<file path="src/rtl/spi_txn_queue_if.sv">
// rtl/spi_txn_queue_if.sv - Host, SPI driver and response signal bundle for spi_txn_queue
//
// Purpose: carries the host command stream, the downstream SPI driver handshake
// and the host response stream as one bundle.
// Ports (by group):
//   command  : cmd_valid, cmd_ready, cmd_nclks, cmd_data, cmd_err
//   driver   : drv_start, drv_rdy, drv_nclks, drv_tx_data, drv_done, drv_rx_data
//   response : rsp_valid, rsp_ready, rsp_data
//   status   : busy
// Modports: slave = the queue itself, master = the host/driver environment.

interface spi_txn_queue_if #(
  parameter int SPI_MAXLEN = 16
);
  localparam int NW = $clog2(SPI_MAXLEN) + 1;

  logic                  cmd_valid;
  logic                  cmd_ready;
  logic [NW-1:0]         cmd_nclks;
  logic [SPI_MAXLEN-1:0] cmd_data;
  logic                  cmd_err;

  logic                  drv_start;
  logic                  drv_rdy;
  logic [NW-1:0]         drv_nclks;
  logic [SPI_MAXLEN-1:0] drv_tx_data;
  logic                  drv_done;
  logic [SPI_MAXLEN-1:0] drv_rx_data;

  logic                  rsp_valid;
  logic                  rsp_ready;
  logic [SPI_MAXLEN-1:0] rsp_data;

  logic                  busy;

  modport slave (
    input  cmd_valid, cmd_nclks, cmd_data, drv_rdy, drv_done, drv_rx_data, rsp_ready,
    output cmd_ready, cmd_err, drv_start, drv_nclks, drv_tx_data, rsp_valid, rsp_data, busy
  );

  modport master (
    output cmd_valid, cmd_nclks, cmd_data, drv_rdy, drv_done, drv_rx_data, rsp_ready,
    input  cmd_ready, cmd_err, drv_start, drv_nclks, drv_tx_data, rsp_valid, rsp_data, busy
  );
endinterface

</file>
<file path="src/rtl/spi_txn_queue.sv">
// rtl/spi_txn_queue.sv - Command/response queue sequencing transactions to an SPI driver
//
// Purpose: buffers host SPI commands in a DEPTH-entry FIFO, issues them one at a
// time to a downstream SPI driver, and returns the masked MISO data in command
// order through a DEPTH-entry response FIFO.
// Ports:
//   SCLK    : clock, rising edge
//   sresetn : synchronous active-low reset
//   bus     : spi_txn_queue_if.slave (command, driver, response and busy signals)

module spi_txn_queue #(
  parameter int SPI_MAXLEN = 16,
  parameter int DEPTH      = 4
) (
  input  logic           SCLK,
  input  logic           sresetn,
  spi_txn_queue_if.slave bus
);
  localparam int NW = $clog2(SPI_MAXLEN) + 1;
  localparam int AW = $clog2(DEPTH);
  localparam int CW = AW + 1;
  localparam logic [NW-1:0] MAXLEN_N = NW'(SPI_MAXLEN);
  localparam logic [CW-1:0] DEPTH_C  = CW'(DEPTH);

  typedef enum logic [1:0] {S_IDLE, S_ISSUE, S_WAIT, S_STORE} state_t;

  state_t                r_state;
  state_t                w_state_nxt;

  logic [NW-1:0]         r_cmd_nclks_mem [DEPTH];
  logic [SPI_MAXLEN-1:0] r_cmd_data_mem  [DEPTH];
  logic [AW-1:0]         r_cmd_wr_ptr;
  logic [AW-1:0]         r_cmd_rd_ptr;
  logic [CW-1:0]         r_cmd_count;

  logic [SPI_MAXLEN-1:0] r_rsp_mem [DEPTH];
  logic [AW-1:0]         r_rsp_wr_ptr;
  logic [AW-1:0]         r_rsp_rd_ptr;
  logic [CW-1:0]         r_rsp_count;

  logic [NW-1:0]         r_drv_nclks;
  logic [SPI_MAXLEN-1:0] r_drv_tx_data;
  logic [SPI_MAXLEN-1:0] r_rx_data;
  logic                  r_cmd_err;

  logic                  w_len_legal;
  logic                  w_cmd_push;
  logic                  w_cmd_pop;
  logic                  w_rsp_push;
  logic                  w_rsp_pop;
  logic                  w_rsp_valid;
  logic                  w_drv_start;
  logic                  w_rx_capture;
  logic                  w_in_flight;
  logic [CW-1:0]         w_rsp_reserved;
  logic                  w_rsp_slot_free;
  logic [SPI_MAXLEN-1:0] w_rx_mask;

  assign bus.cmd_ready = (r_cmd_count != DEPTH_C);
  assign w_len_legal   = (bus.cmd_nclks != '0) && (bus.cmd_nclks <= MAXLEN_N);
  assign w_cmd_push    = bus.cmd_valid && bus.cmd_ready && w_len_legal;

  assign w_rsp_valid   = (r_rsp_count != '0);
  assign w_rsp_pop     = w_rsp_valid && bus.rsp_ready;

  // Any non-IDLE state owns one response slot, so issuing only when
  // count + in-flight has room means STORE can never hit a full FIFO.
  assign w_in_flight     = (r_state != S_IDLE);
  assign w_rsp_reserved  = r_rsp_count + CW'(w_in_flight);
  assign w_rsp_slot_free = (w_rsp_reserved < DEPTH_C);

  // MISO bits beyond the transaction length are undefined on the wire.
  always_comb begin
    w_rx_mask = '0;
    for (int i = 0; i < SPI_MAXLEN; i++) begin
      w_rx_mask[i] = (NW'(i) < r_drv_nclks);
    end
  end

  always_ff @(posedge SCLK) begin
    if (!sresetn) begin
      r_state <= S_IDLE;
    end else begin
      r_state <= w_state_nxt;
    end
  end

  always_comb begin
    w_state_nxt  = r_state;
    w_drv_start  = 1'b0;
    w_cmd_pop    = 1'b0;
    w_rx_capture = 1'b0;
    w_rsp_push   = 1'b0;
    case (r_state)
      S_IDLE: begin
        if ((r_cmd_count != '0) && w_rsp_slot_free) begin
          w_cmd_pop   = 1'b1;
          w_state_nxt = S_ISSUE;
        end
      end
      S_ISSUE: begin
        if (bus.drv_rdy) begin
          w_drv_start = 1'b1;
          w_state_nxt = S_WAIT;
        end
      end
      S_WAIT: begin
        if (bus.drv_done) begin
          w_rx_capture = 1'b1;
          w_state_nxt  = S_STORE;
        end
      end
      S_STORE: begin
        w_rsp_push  = 1'b1;
        w_state_nxt = S_IDLE;
      end
      default: w_state_nxt = S_IDLE;
    endcase
  end

  always_ff @(posedge SCLK) begin
    if (!sresetn) begin
      r_cmd_wr_ptr  <= '0;
      r_cmd_rd_ptr  <= '0;
      r_cmd_count   <= '0;
      r_rsp_wr_ptr  <= '0;
      r_rsp_rd_ptr  <= '0;
      r_rsp_count   <= '0;
      r_drv_nclks   <= '0;
      r_drv_tx_data <= '0;
      r_rx_data     <= '0;
      r_cmd_err     <= 1'b0;
    end else begin
      r_cmd_err <= bus.cmd_valid && bus.cmd_ready && !w_len_legal;

      if (w_cmd_push) r_cmd_wr_ptr <= r_cmd_wr_ptr + 1'b1;
      if (w_cmd_pop) begin
        r_cmd_rd_ptr  <= r_cmd_rd_ptr + 1'b1;
        r_drv_nclks   <= r_cmd_nclks_mem[r_cmd_rd_ptr];
        r_drv_tx_data <= r_cmd_data_mem[r_cmd_rd_ptr];
      end
      if (w_cmd_push && !w_cmd_pop)      r_cmd_count <= r_cmd_count + 1'b1;
      else if (!w_cmd_push && w_cmd_pop) r_cmd_count <= r_cmd_count - 1'b1;

      if (w_rx_capture) r_rx_data <= bus.drv_rx_data & w_rx_mask;

      if (w_rsp_push) r_rsp_wr_ptr <= r_rsp_wr_ptr + 1'b1;
      if (w_rsp_pop)  r_rsp_rd_ptr <= r_rsp_rd_ptr + 1'b1;
      if (w_rsp_push && !w_rsp_pop)      r_rsp_count <= r_rsp_count + 1'b1;
      else if (!w_rsp_push && w_rsp_pop) r_rsp_count <= r_rsp_count - 1'b1;
    end
  end

  // Storage arrays carry no reset; the pointers and counts define validity.
  always_ff @(posedge SCLK) begin
    if (w_cmd_push) begin
      r_cmd_nclks_mem[r_cmd_wr_ptr] <= bus.cmd_nclks;
      r_cmd_data_mem[r_cmd_wr_ptr]  <= bus.cmd_data;
    end
    if (w_rsp_push) begin
      r_rsp_mem[r_rsp_wr_ptr] <= r_rx_data;
    end
  end

  assign bus.cmd_err     = r_cmd_err;
  assign bus.drv_start   = w_drv_start;
  assign bus.drv_nclks   = r_drv_nclks;
  assign bus.drv_tx_data = r_drv_tx_data;
  assign bus.rsp_valid   = w_rsp_valid;
  assign bus.rsp_data    = w_rsp_valid ? r_rsp_mem[r_rsp_rd_ptr] : '0;
  assign bus.busy        = (r_state != S_IDLE) || (r_cmd_count != '0);
endmodule

</file>
<file path="src/flat_wrapper.sv">
// flat-port wrapper written by rule: the top's interface ports become plain ports
module spi_txn_queue_flat 
#(
  parameter int SPI_MAXLEN = 16,
  parameter int DEPTH      = 4
)
  (SCLK, sresetn, bus_cmd_valid, bus_cmd_nclks, bus_cmd_data, bus_drv_rdy, bus_drv_done, bus_drv_rx_data, bus_rsp_ready, bus_cmd_ready, bus_cmd_err, bus_drv_start, bus_drv_nclks, bus_drv_tx_data, bus_rsp_valid, bus_rsp_data, bus_busy);
  spi_txn_queue_if #(.SPI_MAXLEN(SPI_MAXLEN)) bus_i ();
  input  logic SCLK;
  input  logic sresetn;
  input wire logic [$bits(bus_i.cmd_valid)-1:0] bus_cmd_valid;
  input wire logic [$bits(bus_i.cmd_nclks)-1:0] bus_cmd_nclks;
  input wire logic [$bits(bus_i.cmd_data)-1:0] bus_cmd_data;
  input wire logic [$bits(bus_i.drv_rdy)-1:0] bus_drv_rdy;
  input wire logic [$bits(bus_i.drv_done)-1:0] bus_drv_done;
  input wire logic [$bits(bus_i.drv_rx_data)-1:0] bus_drv_rx_data;
  input wire logic [$bits(bus_i.rsp_ready)-1:0] bus_rsp_ready;
  output wire logic [$bits(bus_i.cmd_ready)-1:0] bus_cmd_ready;
  output wire logic [$bits(bus_i.cmd_err)-1:0] bus_cmd_err;
  output wire logic [$bits(bus_i.drv_start)-1:0] bus_drv_start;
  output wire logic [$bits(bus_i.drv_nclks)-1:0] bus_drv_nclks;
  output wire logic [$bits(bus_i.drv_tx_data)-1:0] bus_drv_tx_data;
  output wire logic [$bits(bus_i.rsp_valid)-1:0] bus_rsp_valid;
  output wire logic [$bits(bus_i.rsp_data)-1:0] bus_rsp_data;
  output wire logic [$bits(bus_i.busy)-1:0] bus_busy;
  assign bus_i.cmd_valid = bus_cmd_valid;
  assign bus_i.cmd_nclks = bus_cmd_nclks;
  assign bus_i.cmd_data = bus_cmd_data;
  assign bus_i.drv_rdy = bus_drv_rdy;
  assign bus_i.drv_done = bus_drv_done;
  assign bus_i.drv_rx_data = bus_drv_rx_data;
  assign bus_i.rsp_ready = bus_rsp_ready;
  assign bus_cmd_ready = bus_i.cmd_ready;
  assign bus_cmd_err = bus_i.cmd_err;
  assign bus_drv_start = bus_i.drv_start;
  assign bus_drv_nclks = bus_i.drv_nclks;
  assign bus_drv_tx_data = bus_i.drv_tx_data;
  assign bus_rsp_valid = bus_i.rsp_valid;
  assign bus_rsp_data = bus_i.rsp_data;
  assign bus_busy = bus_i.busy;
  spi_txn_queue #(.SPI_MAXLEN(SPI_MAXLEN), .DEPTH(DEPTH)) u_core (.SCLK(SCLK), .sresetn(sresetn), .bus(bus_i));
endmodule
</file>
<file path="config.mk">
export PLATFORM = sky130hd
export DESIGN_NAME = spi_txn_queue_flat
export DESIGN_NICKNAME = d
export VERILOG_FILES = /design/src/rtl/spi_txn_queue_if.sv /design/src/rtl/spi_txn_queue.sv /design/src/flat_wrapper.sv
export SDC_FILE = /design/constraint.sdc
export NUM_CORES = 1
export LEC_CHECK = 0
export ABC_CLOCK_PERIOD_IN_PS = 6500
export CORE_ASPECT_RATIO = 0.8
export CORE_MARGIN = 2
export CORE_UTILIZATION = 37
export DETAILED_ROUTE_END_ITERATION = 8
export HOLD_SLACK_MARGIN = 0.1
export PLACE_DENSITY = 0.58
export SLEW_MARGIN = 30
export SYNTH_ARGS = -nofsm -noshare
export SYNTH_HDL_FRONTEND = slang
export SYNTH_SLANG_ARGS = --single-unit
</file>
<file path="constraint.sdc">
create_clock -name SCLK -period 6.5 [get_ports SCLK]
set_input_delay 0.65 -clock SCLK [delete_from_list [all_inputs] [get_ports SCLK]]
set_output_delay 0.65 -clock SCLK [all_outputs]
set_load 0.02 [all_outputs]
</file>
## Yosys cells after proc, flatten, opt, wreduce, memory -nomap -nowiden

Memory sizes are Yosys's and may differ from the RTL's. A register that Yosys moved wholly into a read port is not among the register bits.
Cells that the tools add are included.

- Logic and storage cells: 95
- Memories kept: 3
- Input port bits: 43
- Output and inout port bits: 42
- Bits in registers: 33
- Bits in writable memories: 148

- Equal/unequal tests: 7
- Magnitude comparators: 18
- $add $sub $neg: 9
- Reduce and logical (&&, ||, !) cells: 26
- Bitwise operators: 1
- Multiplexer cells: 22

Memories:

| memory | words | width | rd ports | clocked after memory_dff | write ports | line | source |
|---|---|---|---|---|---|---|---|
| u_core.r_cmd_data_mem | 4 | 16 | 1 | 1 | 1 | spi_txn_queue.sv:31 | `logic [SPI_MAXLEN-1:0] r_cmd_data_mem [DEPTH];` |
| u_core.r_rsp_mem | 4 | 16 | 1 | 1 | 1 | spi_txn_queue.sv:36 | `logic [SPI_MAXLEN-1:0] r_rsp_mem [DEPTH];` |
| u_core.r_cmd_nclks_mem | 4 | 5 | 1 | 1 | 1 | spi_txn_queue.sv:30 | `logic [NW-1:0] r_cmd_nclks_mem [DEPTH];` |

Operator list:

| operator | number |
|---|---|
| 4-bit by 5-bit < comparator with 1-bit output, first input constant | 8 |
| 3-bit by 5-bit < comparator with 1-bit output, first input constant | 4 |
| 16-bit AND | 1 |
| 16-bit 2-to-1 mux | 1 |
| 3-bit 2-to-1 mux | 4 |
| 1-bit 2-to-1 mux | 11 |
| 1-bit logical AND | 10 |
| 1-bit by 5-bit < comparator with 1-bit output, first input constant | 2 |
| 2-bit by 5-bit < comparator with 1-bit output, first input constant | 2 |
| 2-bit 2-to-1 mux | 5 |
| 2-bit by 1-bit adder with 2-bit output, second input constant | 4 |
| 2-bit one-hot mux with 4 select lines | 1 |
| 1-bit zero test | 7 |
| 3-bit by 1-bit adder with 3-bit output, second input constant | 2 |
| 2-bit nonzero test | 3 |
| 3-bit nonzero test | 2 |
| 3-bit by 1-bit subtractor with 3-bit output, second input constant | 2 |
| 5-bit <= comparator, second input constant | 1 |
| 5-bit nonzero test | 1 |
| 2-bit equality test, second input constant | 2 |
| 2-bit inequality test, second input constant | 2 |
| 3-bit by 1-bit adder with 3-bit output | 1 |
| 3-bit < comparator, second input constant | 1 |
| 3-bit inequality test, second input constant | 1 |
| 5 further kinds | 5 |

## Longest topological paths before layout

- Word-level depth: 9
- Gate-level depth with buffers: 10
- Mapped depth without buffers: 10

## Worst setup path after synthesis

Ideal clock, no wire load.

- Path type: input port to flip-flop
- From: input port bus_cmd_nclks[1]
- To: memory u_core.r_cmd_data_mem[0][0] (enable)
- Buffers on the path: 0
- Setup slack: 3.210 ns
- Data required time: 6.075 ns
- Setup time: 0.425 ns
- Data arrival time: 2.864 ns
- Cell stages on the path: 3
- Cell sequence: or4_4 > xnor2_4 > nor3_1

- Word-level cells in the longest chain between the ends: 5
- Elaborated cells between the ends (all ways): 6
- Those cells by class: order compare: 1; mux: 2; reduce/logical: 3

Ends and longest elaborated chain:

| item | line | source |
|---|---|---|
| from (decl) | flat_wrapper.sv:12 | `input wire logic [$bits(bus_i.cmd_nclks)-1:0] bus_cmd_nclks;` |
| 5-bit <= comparator or 5-bit nonzero test (tied branches) | spi_txn_queue.sv:60 | `assign w_len_legal = (bus.cmd_nclks != '0) && (bus.cmd_nclks <= MAXLEN_N);` |
| 1-bit logical AND (*) | spi_txn_queue.sv:60 |  |
| 1-bit logical AND (*) | spi_txn_queue.sv:61 | `assign w_cmd_push = bus.cmd_valid && bus.cmd_ready && w_len_legal;` |
| 1-bit 2-to-1 mux (*) | spi_txn_queue.sv:156 | `if (w_cmd_push) begin` |
| 1-bit 2-to-1 mux (implied by the code) (*) | spi_txn_queue.sv:158 | `r_cmd_data_mem[r_cmd_wr_ptr] <= bus.cmd_data;` |
| to (decl) | spi_txn_queue.sv:31 |  |

Mark *: on every way between the ends. The rest lies on a longest branch, timed or not.

==> metrics.txt <==
status finished clean; fmax 312 MHz; Post-synth top flop edfxtp_1; post-route ant nets 0; Worst Path Arrival 2.56 ns; Sequential Power Share 0.448; cts hold-fix bufs 0; vias in the first global route 4,625; initial antenna violation count 0; Max Root-Sink Buffers 3; CTS root buf clkbuf_16; Min-Delay Path Class register to register; WHS 0.482 ns; first-pass GRT wire length 25.6 mm; Port Buffers 84; most common cell after layout, fill and taps aside edfxtp_1; maximum vdd drop 0.257 mV; Reg area 5570 sq um; FF-to-FF setup slack 4.12 ns; RSZ-0062 raised after global routing false; design area 9820 sq um; CP startpoint kind register; vias per cell 5.11; First DRT Iteration DRCs 320; min Tclk post-route 3.21 ns; Worst Max-Slew Pin Slew 0.916 ns; syn avg cell area 16.5 sq um; Distinct cells, synth 49; number of CTS-inserted buffers 20; final worst-path cycle share 0.493; Switch Pwr 1140 uW; setup TNS 0 ns; Die Wd 169 um; sequential share of the synthesized area 0.692; commonest cells after routing, fill and taps aside edfxtp_1, clkdlybuf4s50_1, dfxtp_1; Setup Fix Bufs, Post-CTS 0; Synth Instances 486; CP Capture Type output port; MaxCap Viol Count 0; Slew Viols, Final 0; total congestion overflow 0; Post-Syn Area 8040 sq um; Fillers 1,841; Pwr Density 387 nW/um^2; Critical Path RT 5.85 ns; Initial Utilization 0.375; Post-synth EDFFs 148; Multi-input gate area 2330 sq um; via count 4,396; Syn. warnings 0; DPL Wire Length 10.1 mm; final wirelength 16.2 mm; DIE HEIGHT 136 um; FP Rows 48; DIE AREA 22,900 sq um; Hold Violations, Final 0; DR pass1 iterations 4; largest net degree at the start of global routing 33; final setup violation count 0; layout cell share with drive strength beyond 1 0.150; htree depth 1; Static Leak 0.00338 uW; Logic pwr share 0.264; Clk pwr share 0.288; clk_lat worst skew 0.50 ns; post-CTS sizing 0; Max FO, Critical Path 16; antenna fix cells 0; detailed-route DRC error count 0; Placer Congestion 0.734; wire per inst 18.8 um; clock sink count 204; core box area 21,400 sq um; clk slew on worst S/H paths 0.06 ns; critical path class register to output port; Fin Clk Skew 0.0245 ns; IO Pins 85; syn_nets 545; Async SR Flop Fraction 0; relative slew slack 0.389; CTS tree done; Synth Register Bits 204; sw frac 0.301; DP Area 9200 sq um; Syn-to-layout area delta 22.1%; P_int 2650 uW; Final nets 631; Tot GR Track Use 0.145
==> kinds of logic after synthesis <==
family          count (synthesis)  share of synthesized area
compound gates                 69                     0.0629
simple gates                  101                     0.0722
xor+xnor                        8                     0.0110
fa+ha+maj                      16                     0.0268
buf+inv                        44                     0.0229
mux                            44                      0.112
flops                         204                      0.692
==> cells in the mapped netlist (all sizes together), types with 8 or more instances <==
cell type	instances	area [sq um]
buf	13	66.3
a22o	21	184
clkbuf	14	53.8
and2b	8	60.1
ha	14	175
nor2b	11	68.8
inv	17	63.8
a21oi	20	100
dfxtp	56	1120
mux4	37	833
nand2	21	78.8
edfxtp	148	4440
nor2	10	37.5
nand3	12	60.1
==> routing by layer <==
metal  wire length, um  vias to the layer above  share of wire  global-route usage
li1                  -                     2052              -                   -
met1              6870                     2220           0.42               0.183
met2              8080                      100           0.50               0.251
met3               857                       24          0.053              0.0335
met4               381                        0          0.024              0.0398
met5                 0                        -              0                   0
==> worst paths after layout <==
path | start | to | depth (start not counted)
setup / recovery | register | bus_rsp_data[8] | 3
hold reg to reg | u_core.bus.drv_tx_data[15] | u_core.bus.drv_tx_data[15] | 1
hold / removal | u_core.bus.drv_tx_data[15] | u_core.bus.drv_tx_data[15] | 1
setup reg to reg | u_core.r_cmd_count[0] | u_core.r_cmd_count[2] | 10
==> registers in the layout, indices dropped and copies added (netlist names), named ones only <==
register                cells
u_core.r_cmd_data_mem      64
u_core.r_cmd_rd_ptr         2
u_core.r_rsp_wr_ptr         2
u_core.bus.drv_nclks        5
u_core.r_cmd_count          3
u_core.r_rsp_mem           64
u_core.bus.cmd_err          1
u_core.r_rx_data           16
u_core.r_rsp_rd_ptr         2
u_core.r_cmd_nclks_mem     20
u_core.r_cmd_wr_ptr         2
u_core.r_state              2
u_core.r_rsp_count          3
u_core.bus.drv_tx_data     16
==> area by class of cell <==
| type | count | area share |
|---|---|---|
| sequential | 204 | 0.567 |
| inverter | 17 | 0.00650 |
| clock inverter | 10 | 0.00867 |
| multi-input combinational | 238 | 0.237 |
| tap | 275 | 0.0350 |
| timing repair buffer | 91 | 0.0910 |
| clock buffer | 26 | 0.0543 |
==> power by group through the flow <==
stage	sequential, uW	combinational, uW	clock, uW
2_1_floorplan	1700	624	0
3_3_place_gp	1730	993	0
3_5_place_dp	1730	1020	0
4_1_cts	1710	1020	1130
5_1_grt	1730	1090	1180
6_report	1700	1000	1090
==> per-stage QoR <==
| stage | instances | total power [uW] | util | setup slack, ns |
|---|---|---|---|---|
| 2_1_floorplan | 486 | 2320 | - | 3.21 |
| 3_3_place_gp | 825 | 2720 | 0.429 | 3.11 |
| 3_5_place_dp | 825 | 2750 | 0.429 | 3.03 |
| 4_1_cts | 861 | 3860 | 0.458 | 3.25 |
| 5_1_grt | 861 | 4000 | 0.458 | 3.17 |
| 6_report | 861 | 3800 | 0.458 | 3.29 |
==> critical path, cell delays in order (launching register included) <==
cell and delay (ns):
dfxtp_1 0.87, mux4_2 0.34, nor2b_1 0.22, clkdlybuf4s50_1 0.64
No activity file was read; power rests on OpenSTA's default activity.
